### config.mk
export PLATFORM = sky130hd
export DESIGN_NAME = barrel_shift_unit
export DESIGN_NICKNAME = d
export VERILOG_FILES = /design/src/rtl/barrel_shift_unit.sv
export SDC_FILE = /design/constraint.sdc
export NUM_CORES = 1
export LEC_CHECK = 0
export CAP_MARGIN = 25
export CORE_MARGIN = 5
export CORE_UTILIZATION = 59
export CTS_CLUSTER_DIAMETER = 40
export DETAILED_ROUTE_END_ITERATION = 10
export GPL_TIMING_DRIVEN = 0
export PLACE_DENSITY = 0.86
export SLEW_MARGIN = 20
export SYNTH_ARGS = -nofsm -noshare
export SYNTH_HDL_FRONTEND = slang
export SYNTH_SLANG_ARGS = --single-unit
### constraint.sdc
create_clock -name clk -period 3.8 [get_ports clk]
set_input_delay 0.57 -clock clk [delete_from_list [all_inputs] [get_ports clk]]
set_output_delay 0.57 -clock clk [all_outputs]
set_load 0.02 [all_outputs]
### src/rtl/barrel_shift_unit.sv
// Multi-mode shift register: loads an operand, applies the requested shift in
// chunks of at most MAXSTEP positions per clock, then holds the result and pulses done.
module barrel_shift_unit #(
  parameter int unsigned WIDTH   = 8,
  parameter int unsigned MAXSTEP = WIDTH - 1,
  localparam int unsigned AW     = $clog2(WIDTH)
) (
  input  logic             clk,
  input  logic             clear,
  input  logic             load,
  input  logic [WIDTH-1:0] DataIn,
  input  logic [2:0]       mode,
  input  logic [AW-1:0]    AMT,
  output logic [WIDTH-1:0] R,
  output logic             busy,
  output logic             done
);

  typedef enum logic [1:0] {
    ST_IDLE  = 2'd0,
    ST_SHIFT = 2'd1,
    ST_DONE  = 2'd2
  } state_t;

  localparam logic [2:0]    MODE_SLL = 3'b001;
  localparam logic [2:0]    MODE_SRL = 3'b010;
  localparam logic [2:0]    MODE_SRA = 3'b011;
  localparam logic [2:0]    MODE_ROL = 3'b100;
  localparam logic [2:0]    MODE_ROR = 3'b101;
  localparam logic [AW-1:0] STEP_MAX = AW'(MAXSTEP);

  state_t           state;
  state_t           state_next;
  logic [AW-1:0]    rem;
  logic [AW-1:0]    rem_next;
  logic [AW-1:0]    step;
  logic [2:0]       mode_q;
  logic [2:0]       mode_next;
  logic [WIDTH-1:0] r_next;

  // Modes 000 and 11x leave the operand untouched.
  function automatic logic is_pass(input logic [2:0] m);
    is_pass = (m == 3'b000) || (m[2:1] == 2'b11);
  endfunction

  // One partial shift of v by s positions; rotates use a doubled vector so the
  // bits leaving one end re-enter at the other.
  function automatic logic [WIDTH-1:0] shift_op(input logic [2:0]       m,
                                                input logic [WIDTH-1:0] v,
                                                input logic [AW-1:0]    s);
    logic [2*WIDTH-1:0] dbl;
    dbl      = {v, v};
    shift_op = v;
    case (m)
      MODE_SLL: shift_op = v << s;
      MODE_SRL: shift_op = v >> s;
      MODE_SRA: shift_op = WIDTH'($signed(v) >>> s);
      MODE_ROL: begin
        dbl      = dbl << s;
        shift_op = dbl[2*WIDTH-1:WIDTH];
      end
      MODE_ROR: begin
        dbl      = dbl >> s;
        shift_op = dbl[WIDTH-1:0];
      end
      default:  shift_op = v;
    endcase
  endfunction

  // Next-state and datapath decode.
  always_comb begin
    state_next = state;
    r_next     = R;
    rem_next   = rem;
    mode_next  = mode_q;
    step       = '0;
    case (state)
      ST_IDLE, ST_DONE: begin
        if (load) begin
          r_next     = DataIn;
          rem_next   = AMT;
          mode_next  = mode;
          state_next = ((AMT == '0) || is_pass(mode)) ? ST_DONE : ST_SHIFT;
        end else if (state == ST_DONE) begin
          state_next = ST_IDLE;
        end
      end
      ST_SHIFT: begin
        step     = (rem > STEP_MAX) ? STEP_MAX : rem;
        r_next   = shift_op(mode_q, R, step);
        rem_next = rem - step;
        if (rem_next == '0) begin
          state_next = ST_DONE;
        end
      end
      default: state_next = ST_IDLE;
    endcase
  end

  // State, datapath and status registers; busy/done track the next state so
  // they line up with the state they describe.
  always_ff @(posedge clk or posedge clear) begin
    if (clear) begin
      state  <= ST_IDLE;
      R      <= '0;
      rem    <= '0;
      mode_q <= 3'b000;
      busy   <= 1'b0;
      done   <= 1'b0;
    end else begin
      state  <= state_next;
      R      <= r_next;
      rem    <= rem_next;
      mode_q <= mode_next;
      busy   <= (state_next == ST_SHIFT);
      done   <= (state_next == ST_DONE);
    end
  end

endmodule

==> results of run 1 <==
[sequential cells by signal (all words and copies together) (netlist names)]
| register | cells |
|---|---|
| state | 2 |
| R | 8 |
| mode_q | 3 |
| busy | 1 |
| rem | 3 |
| done | 1 |
[path summary, 6_finish.rpt]
kind | slack (ns) | startpoint | end | depth (start not counted)
setup / recovery | 1.61 | R[7]$_DFFE_PP0P_ | R[6]$_DFFE_PP0P_ | 6
hold / removal | 0.68 | clear | rem[2]$_DFFE_PP0P_ | 2
setup reg to reg | 1.61 | R[7]$_DFFE_PP0P_ | R[6]$_DFFE_PP0P_ | 6
hold reg to reg | 0.73 | state[1]$_DFF_PP0_ | done$_DFF_PP0_ | 2
max in group asynchronous | 2.63 | clear | mode_q[2]$_DFFE_PP0P_ | 2
min in group clk | 0.73 | state[1]$_DFF_PP0_ | done$_DFF_PP0_ | 2
[synthesized netlist by cell type, drive strengths merged, types with 2 or more instances]
master   number  area share
o32ai         5       0.024
a311oi        2      0.0096
a211o         2      0.0096
nand3         3      0.0083
a221oi        2      0.0096
a22oi         2      0.0083
a22o          3       0.014
a2111oi       2       0.013
o21ai        11       0.030
inv           6       0.012
mux2          3       0.019
mux4         14        0.17
nand3b        2      0.0083
clkbuf        9       0.019
a211oi        2      0.0083
a32oi         3       0.014
nand2b        3       0.010
buf           8       0.025
nand2        32       0.066
a31oi         3       0.010
a21boi        2      0.0083
o21a          2      0.0083
and2          2      0.0069
a21oi        15       0.041
nor2b         3       0.010
nor2         18       0.037
dfrtp        18        0.25
o211ai        3       0.012
o22ai         7       0.024
nor3          5       0.014
mux2i         6       0.033
[layer usage]
metal | vias to the layer above | global-route usage | wire (microns)
met5 | - | 0 | 0
li1 | 886 | - | -
met1 | 937 | 0.423 | 2130
met3 | 29 | 0.0530 | 900
met2 | 209 | 0.445 | 2650
met4 | 0 | 0.117 | 179
[power by group]
group / internal, mW / switching [mW] / leakage (nW)
logic: 0.703 / 0.951 / 0.608
registers: 0.281 / 0.143 / 0.217
clock network: 0.0586 / 0.0687 / 0.0210
total: 1.04 / 1.16 / 0.846
[area by class of cell]
cell class / instances / area, sq um
clock buffer: 4 / 36.3
timing repair buffer: 26 / 260
buffer: 17 / 80.1
multi-input combinational: 172 / 1270
inverter: 6 / 22.5
fill: 240 / 842
tap: 33 / 41.3
sequential: 18 / 450
[through the flow]
step | hold WS (ns) | worst slack [ns] | utilization
floorplan | 0.509 | 2.01 | -
global placement | 0.692 | 1.59 | 0.708
detailed placement | 0.699 | 1.59 | 0.708
CTS | 0.692 | 1.65 | 0.720
global route | 0.746 | 1.57 | 0.720
finish | 0.681 | 1.61 | 0.720
[cells by family (layout without fill, tap and decap cells)]
logic type | count (synthesis) | in the layout | synth area share
AO/OA/AOI/OAI | 73 | 73 | 0.280
AND/OR/NAND/NOR | 73 | 73 | 0.182
multiplexers | 23 | 23 | 0.225
buffers and inverters | 23 | 53 | 0.0564
flip-flops | 18 | 18 | 0.248
adder cells (fa/ha/maj) | 1 | 1 | 0.00688
other | 1 | 2 | 0.00206
==> results.md, run 1 <==
* Initial antenna violation count at 0
* Clk sinks at 18
* H-tree depth at 1
* Crit-path max cell delay at 0.56 ns
* Ys async rst share at 1.00
* Setup TNS at 0 ns
* DP Area at 0.00212 sq mm
* P_leak at 0.846 nW
* Relative slew slack at 0.486
* RSZ-0062 raised after global routing: false
* Slew @ Worst Pin at 0.771 ns
* Clock transition at path regs at 0.12 ns
* Status: completed
* Diodes inserted at 0
* Synth-to-Final Area Change at 18.8%
* Gr ovfl total at 0
* CTS tree: yes
* Cts repair resizes at 0
* Final worst-path cycle share at 0.576
* Synthesis-stage register bit count at 18
* Global-route wire length before repair at 9790 microns
* Cells along the critical path: clkbuf_1 -> mux4_2 -> nand2_1 -> a21oi_1 -> a2111oi_2 -> o21ai_1
* Maximum vdd ir drop at 0.589 mV
* Tmin final at 2.19 ns
* Delay-heaviest family, CP: compound AO/OA/AOI/OAI gates
* Crit end category: flop
* Port Buffers at 26
* Tot Pwr at 2.21 mW
* Num ports at 27
* Max stage delay cell, worst path: mux4_2
* Max-Cap Viols at 0
* Initial Utilization at 0.606
* Post-CTS setup buffers at 0
* Site row count at 20
* Fin nets at 262
* Mapped Area at 0.00182 sq mm
* CP Launch Type: flop
* Detailed Place HPWL at 4290 microns
* Post-CTS Hold Buffers at 0
* Crit path DAT at 2.39 ns
* HP Class: input pin to asynchronous set/reset pin
* Via density at 7.47
* Non-Filler Instances at 276
* WS Path Type: flop to flop
* Clk Latency, worst-skew pair at 0.32 ns
* Yosys warning total at 0
* Post-detailed-route wirelength per cell at 21.2 microns
* Most frequent cells in the layout: nand2_1, clkdlybuf4s50_1, dfrtp_1, nor2_1, a21oi_1
* Clock buffer depth at 2
* Initial drt markers at 376
* Die Area at 0.00429 sq mm
* Detailed-route DRC error count at 0
* Post-synth EDFFs at 0
* Total CTS buffers at 3
* Drt pass-1 iters at 5
* Largest net degree at the start of global routing at 19
* Sequential share of the synthesized area at 0.248
* WL final at 5860 microns
* Layout cell share with drive strength beyond 1 at 0.123
* Fin area at 0.00216 sq mm
* CTS root buf: clkbuf_4
* Worst endpoint required time at 4.00 ns
* Max-slew violations at 0
* Placed insts at 272
* F_max at 0.457 GHz
* Gpl congestion at 1.04
* Main flop type after synthesis: dfrtp_1
* Total power divided by cell area at 1020 mW/mm^2
* Die X at 65.5 microns
* Post-synthesis cell type count at 51
* Number of global-route vias before repair at 1,986
* Total track usage at 0.297
* Setup Viol. Count Final at 0
* Synth Instances at 212
* Post-DRT Antenna Nets at 0
* Placeable Area at 0.00300 sq mm
* CP bufs+invs at 1
* Fin Clk Skew at 0.0130 ns
* Via count at 2,061
* Die H at 65.5 microns
* Most common cell after layout, fill and taps aside: nand2_1
* Final hold vios at 0
* Mapped Avg Cell Area at 8.58 sq um
* Crit-path max FO at 10
No activity file was read; power rests on OpenSTA's default activity.
==> inputs of run 2 (changes only) <==
CORE_UTILIZATION = 49   (was 59)
PLACE_DENSITY = 0.76   (was 0.86)
clock period = 1.8 ns   (was 3.8 ns; I/O delays follow)
==> run 2 against run 1 <==
Against the previous run:
- the flow now finishes with violations (negative setup slack)
- power grew 150%
- non-clock buffer count grew 6
- via count shrank 0.58%
- critical path depth is the same
- clock skew shrank 0.0023 ns
- combinational power grew to 2.5 times the previous value
- setup slack lost 1.7 ns
- die area grew 17%
- flip-flop and latch count is the same
- sequential share of layout area shrank 2.2 points
- worst hold slack lost 0.27 ns
- clock power grew to 2.8 times the previous value
- critical path type unchanged
- largest cell class unchanged
- highest routed layer unchanged
==> results.md, run 2 (synthesis gave the netlist of run 1 again) <==
* Clk pwr share at 0.065
* H-tree depth at 1
* Post-detailed-route wirelength per cell at 21.7 microns
* Num ports at 27
* DP Area at 0.00214 sq mm
* Tmin final at 1.89 ns
* Die H at 70.9 microns
* Failing checks: negative setup slack
* CP startpoint: R[7]$_DFFE_PP0P_
* Fin area at 0.00246 sq mm
* Post-CTS Hold Buffers at 0
* Relative slew slack at 0.509
* Total CTS buffers at 3
* Placeable Area at 0.00363 sq mm
* Die Area at 0.00503 sq mm
* Status: finished, violations left
* CP Launch Type: flop
* WL final at 6460 microns
* Gpl congestion at 0.953
* Maximum vdd ir drop at 1.40 mV
* Max-Cap Viols at 0
* Synth-to-Final Area Change at 35.1%
* CTS root buf: clkbuf_8
* Initial drt markers at 270
* Met1 WL at 2490 microns
* Switching part of the total at 0.510
* Crit end category: flop
* Top reg by flops: R
* RSZ-0062 raised after global routing: true
* Sequential Power Share at 0.177
* Crit-path max FO at 4
* HP Class: input pin to asynchronous set/reset pin
* Clock buffer depth at 2
* Diodes inserted at 0
* Detailed Place HPWL at 4300 microns
* Logic pwr share at 0.758
* Fin Clk Skew at 0.0107 ns
* Cells along the critical path: buf_4 -> mux4_2 -> nand2_1 -> a41oi_2 -> a2111oi_4 -> o21ai_1
* Clock transition at path regs at 0.08 ns
* Drt pass-1 iters at 5
* Uppermost layer routed: met4
* Initial antenna violation count at 0
* Post-DRT Antenna Nets at 0
* Most common cell after layout, fill and taps aside: nand2_1
* Port Buffers at 26
* Delay-heaviest family, CP: compound AO/OA/AOI/OAI gates
* Crit path DAT at 2.04 ns
* Site row count at 22
* Via density at 6.90
* Most frequent cells in the layout: nand2_1, clkdlybuf4s50_1, nor2_1, mux4_2, a21oi_1
* Non-Filler Instances at 297
* Net Switching at 2.78 mW
* RR Startpoint: R[7]$_DFFE_PP0P_
* Final hold vios at 0
* Max stage delay cell, worst path: mux4_2
* Number of global-route vias before repair at 1,934
* Clk Latency, worst-skew pair at 0.27 ns
* Max FFs per register at 8
* Tot Pwr at 5.45 mW
* Crit-path max cell delay at 0.49 ns
* Power Internal at 2.67 mW
* Placed insts at 287
* Global-route wire length before repair at 10,300 microns
* Largest regs: R (8), mode_q (3), rem (3)
* WS Path Type: flop to flop
* CTS tree: yes
* Final worst-path cycle share at 1.05
* Worst endpoint required time at 1.95 ns
* Setup TNS at -0.238 ns
* Total power divided by cell area at 2220 mW/mm^2
* DR WL met3 at 834 microns
* Initial Utilization at 0.501
* Clk sinks at 18
* P_leak at 0.940 nW
* Largest net degree at the start of global routing at 19
* F_max at 0.528 GHz
* Layout cell share with drive strength beyond 1 at 0.305
* CP bufs+invs at 1
* Setup WS post-layout at -0.0933 ns
* Met2 wire length at 2970 microns
* Setup Viol. Count Final at 5
* Gr ovfl total at 0
* Slew @ Worst Pin at 0.736 ns
* Max-slew violations at 0
* Total track usage at 0.262
* Detailed-route DRC error count at 0
* Die X at 70.9 microns
* Fin nets at 268
* Via count at 2,049
[run 2: cell types whose count changed in the layout (fill, tap and decap cells not counted), sizes merged]
cell    before  now
buf          8   16
clkbuf      13   11
[run 2: path summary, 6_finish.rpt]
path                                          to  slack [ns]  cells past startpoint
max                             R[6]$_DFFE_PP0P_       -0.09                      6
min                             R[6]$_DFFE_PP0P_        0.42                      2
max reg2reg                     R[6]$_DFFE_PP0P_       -0.09                      6
min reg2reg                     R[4]$_DFFE_PP0P_        0.67                      2
max in group asynchronous       R[5]$_DFFE_PP0P_        0.86                      2
min in group clk           mode_q[0]$_DFFE_PP0P_        0.58                      3
[run 2: area by class of cell]
class                      count  area, sq um
buffer                        16          124
fill                         299         1170
multi-input combinational    172         1410
timing repair buffer          33          324
tap                           48         60.1
clock buffer                   4         55.1
inverter                       6         22.5
sequential                    18          459
[run 2: worst register-to-register path, stage by stage (launching register included)]
cell and delay [ns]:
dfrtp_2 0.44, buf_4 0.17, mux4_2 0.49, nand2_1 0.13, a41oi_2 0.15, a2111oi_4 0.26
o21ai_1 0.13
[run 2: what timing repair did]
action,4_1_cts,5_1_grt
pin swaps,4,6
gates resized for setup,27,35
endpoints found under the setup margin,10,10
buffers inserted,6,1
[run 2: per-layer routing]
layer / track usage / vias to the layer above
li1: - / 892
met1: 0.373 / 956
met2: 0.403 / 186
met3: 0.0412 / 15
met4: 0.0981 / 0
met5: 0 / -
[run 2: stage by stage]
step	hold WS, ns	utilization	setup slack [ns]
3_3_place_gp	0.679	0.590	-0.260
2_1_floorplan	0.209	-	0.0122
5_1_grt	0.493	0.677	-0.156
3_5_place_dp	0.699	0.590	-0.265
6_report	0.416	0.677	-0.0933
4_1_cts	0.438	0.642	-0.0686
[run 2: power groups by stage]
stage / Combinational (mW) / Clock, mW / Sequential (mW)
2_1_floorplan: 2.37 / 0 / 0.915
3_3_place_gp: 3.36 / 0 / 0.886
3_5_place_dp: 3.37 / 0 / 0.900
4_1_cts: 3.74 / 0.355 / 0.897
5_1_grt: 4.40 / 0.375 / 0.980
6_report: 4.14 / 0.354 / 0.963
==> inputs of run 3 (changes only) <==
CORE_UTILIZATION = 51   (was 49)
CTS_BUF_LIST = sky130_fd_sc_hd__clkbuf_2 sky130_fd_sc_hd__clkbuf_4 sky130_fd_sc_hd__clkbuf_8   (was default)
PLACE_DENSITY = 0.79   (was 0.76)
==> run 3 against run 2 <==
Against the previous run:
- the flow still finishes with violations (negative setup slack)
- via count grew 4.4%
- utilization rose by 5.8 points
- critical path depth rose by 1
- flip-flop and latch count unchanged
- highest routed layer unchanged
==> results.md, run 3 (synthesis gave the netlist of run 1 again) <==
* Fin Clk Skew at 0.00991 ns
* Clk sinks at 18
* Global-route wire length before repair at 10,500 microns
* Largest net degree at the start of global routing at 19
* Placed insts at 285
* Post-DRT Antenna Nets at 0
* Initial drt markers at 364
* WL final at 6670 microns
* Layout cell share with drive strength beyond 1 at 0.323
* HP Class: input pin to asynchronous set/reset pin
* RSZ-0062 raised after global routing: true
* Crit-path max cell delay at 0.51 ns
* Most frequent cells in the layout: nand2_1, clkdlybuf4s50_1, buf_4
* Net Switching at 2.88 mW
* Final hold vios at 0
* Maximum vdd ir drop at 1.34 mV
* Synth-to-Final Area Change at 36.9%
* Max FFs per register at 8
* H-tree depth at 1
* Total power divided by cell area at 2250 mW/mm^2
* R2R Setup Slk at -0.20 ns
* Cells along the critical path: buf_6 -> buf_6 -> mux4_2 -> nor2_2 -> nor3_1 -> a311oi_1 -> a21oi_1
* F_max at 0.500 GHz
* Failing checks: negative setup slack
* Worst endpoint required time at 1.99 ns
* Fin nets at 276
* Power Internal at 2.71 mW
* Delay-heaviest family, CP: compound AO/OA/AOI/OAI gates
* Tmin final at 2.00 ns
* Logic pwr share at 0.784
* Most common cell on crit path: buf_6
* Crit path DAT at 2.19 ns
* Max-slew violations at 0
* Max-Cap Viols at 0
* Die X at 69.7 microns
* CTS root buf: clkbuf_4
* Clock buffer depth at 2
* Diodes inserted at 0
* Largest regs: R (8), mode_q (3), rem (3)
* Site row count at 21
* Switching part of the total at 0.515
* Die Area at 0.00486 sq mm
* Slew @ Worst Pin at 0.707 ns
* Setup WS pre-CTS at -0.332 ns
* Setup WS post-layout at -0.199 ns
* Non-Filler Instances at 303
* Total track usage at 0.265
* Via density at 7.06
* Number of global-route vias before repair at 2,078
* Most common cell after layout, fill and taps aside: nand2_1
* Relative slew slack at 0.528
* CTS tree: yes
* Final worst-path cycle share at 1.11
* Drt pass-1 iters at 5
* Gr ovfl total at 0
* Post-detailed-route wirelength per cell at 22.0 microns
* Max stage delay cell, worst path: mux4_2
* Num ports at 27
* Detailed Place HPWL at 4270 microns
* Crit-path max FO at 5
* P_leak at 0.976 nW
* Tot Pwr at 5.60 mW
* CP Launch Type: flop
* Crit end category: flop
* Finished Core Util at 0.735
* Clk pwr share at 0.047
* Initial Utilization at 0.537
* Clock transition at path regs at 0.12 ns
* Initial antenna violation count at 0
* Total CTS buffers at 3
* Status: finished, violations left
* Via count at 2,139
* Placeable Area at 0.00339 sq mm
* Setup Viol. Count Final at 6
* Gpl congestion at 0.998
* Post-CTS Hold Buffers at 0
* Detailed-route DRC error count at 0
* Port Buffers at 26
* Clk Latency, worst-skew pair at 0.31 ns
* Top reg by flops: R
* Sequential Power Share at 0.169
* Filler Cell Count at 255
* WS Path Type: flop to flop
* CP bufs+invs at 2
* Die H at 69.7 microns
* Setup TNS at -0.514 ns
-- run 3: changes by cell type in the layout (fill, tap and decap cells not counted), sizes merged --
cell	before	now
buf	16	25
clkbuf	11	10
-- run 3: per-stage QoR --
step / hold slack, ns / area [sq um]
6_report: 0.364 / 2490
5_1_grt: 0.434 / 2490
4_1_cts: 0.387 / 2340
3_5_place_dp: 0.702 / 2140
3_3_place_gp: 0.686 / 2140
2_1_floorplan: 0.209 / 1820
-- run 3: area by class of cell --
class / instances / area (sq um) / share of cell area
clock buffer: 4 / 36.3 / 0.0146
timing repair buffer: 41 / 384 / 0.154
multi-input combinational: 172 / 1410 / 0.565
inverter: 6 / 22.5 / 0.00905
buffer: 16 / 125 / 0.0503
tap: 46 / 57.6 / 0.0231
sequential: 18 / 457 / 0.183
-- run 3: worst paths after layout --
| check | start | endpoint | cells after the start |
|---|---|---|---|
| worst max-delay path | rem[0]$_DFFE_PP0P_ | R[0]$_DFFE_PP0P_ | 7 |
| worst min-delay path | clear | done$_DFF_PP0_ | 2 |
| worst max register to register | rem[0]$_DFFE_PP0P_ | R[0]$_DFFE_PP0P_ | 7 |
| worst min register to register | R[4]$_DFFE_PP0P_ | R[4]$_DFFE_PP0P_ | 2 |
| max in group asynchronous | clear | R[5]$_DFFE_PP0P_ | 2 |
| min in group clk | mode[0] | mode_q[0]$_DFFE_PP0P_ | 3 |
-- run 3: repair_timing --
item	CTS	global route
pin swaps	10	13
buffers inserted	9	6
resized for setup	31	39
setup endpoints to repair	11	9
-- run 3: power by group through the flow --
stage	Clock, mW	Combinational (mW)	Sequential (mW)
after floorplan	0	2.37	0.915
after global placement	0	3.40	0.873
after detailed placement	0	3.40	0.885
after CTS	0.267	3.83	0.871
after global routing	0.285	4.63	0.953
final	0.264	4.39	0.945
-- run 3: routing by layer --
layer	GRT usage	part of all wire
met1	0.349	0.36
met2	0.405	0.44
met3	0.0913	0.14
met4	0.0915	0.054
met5	0	0
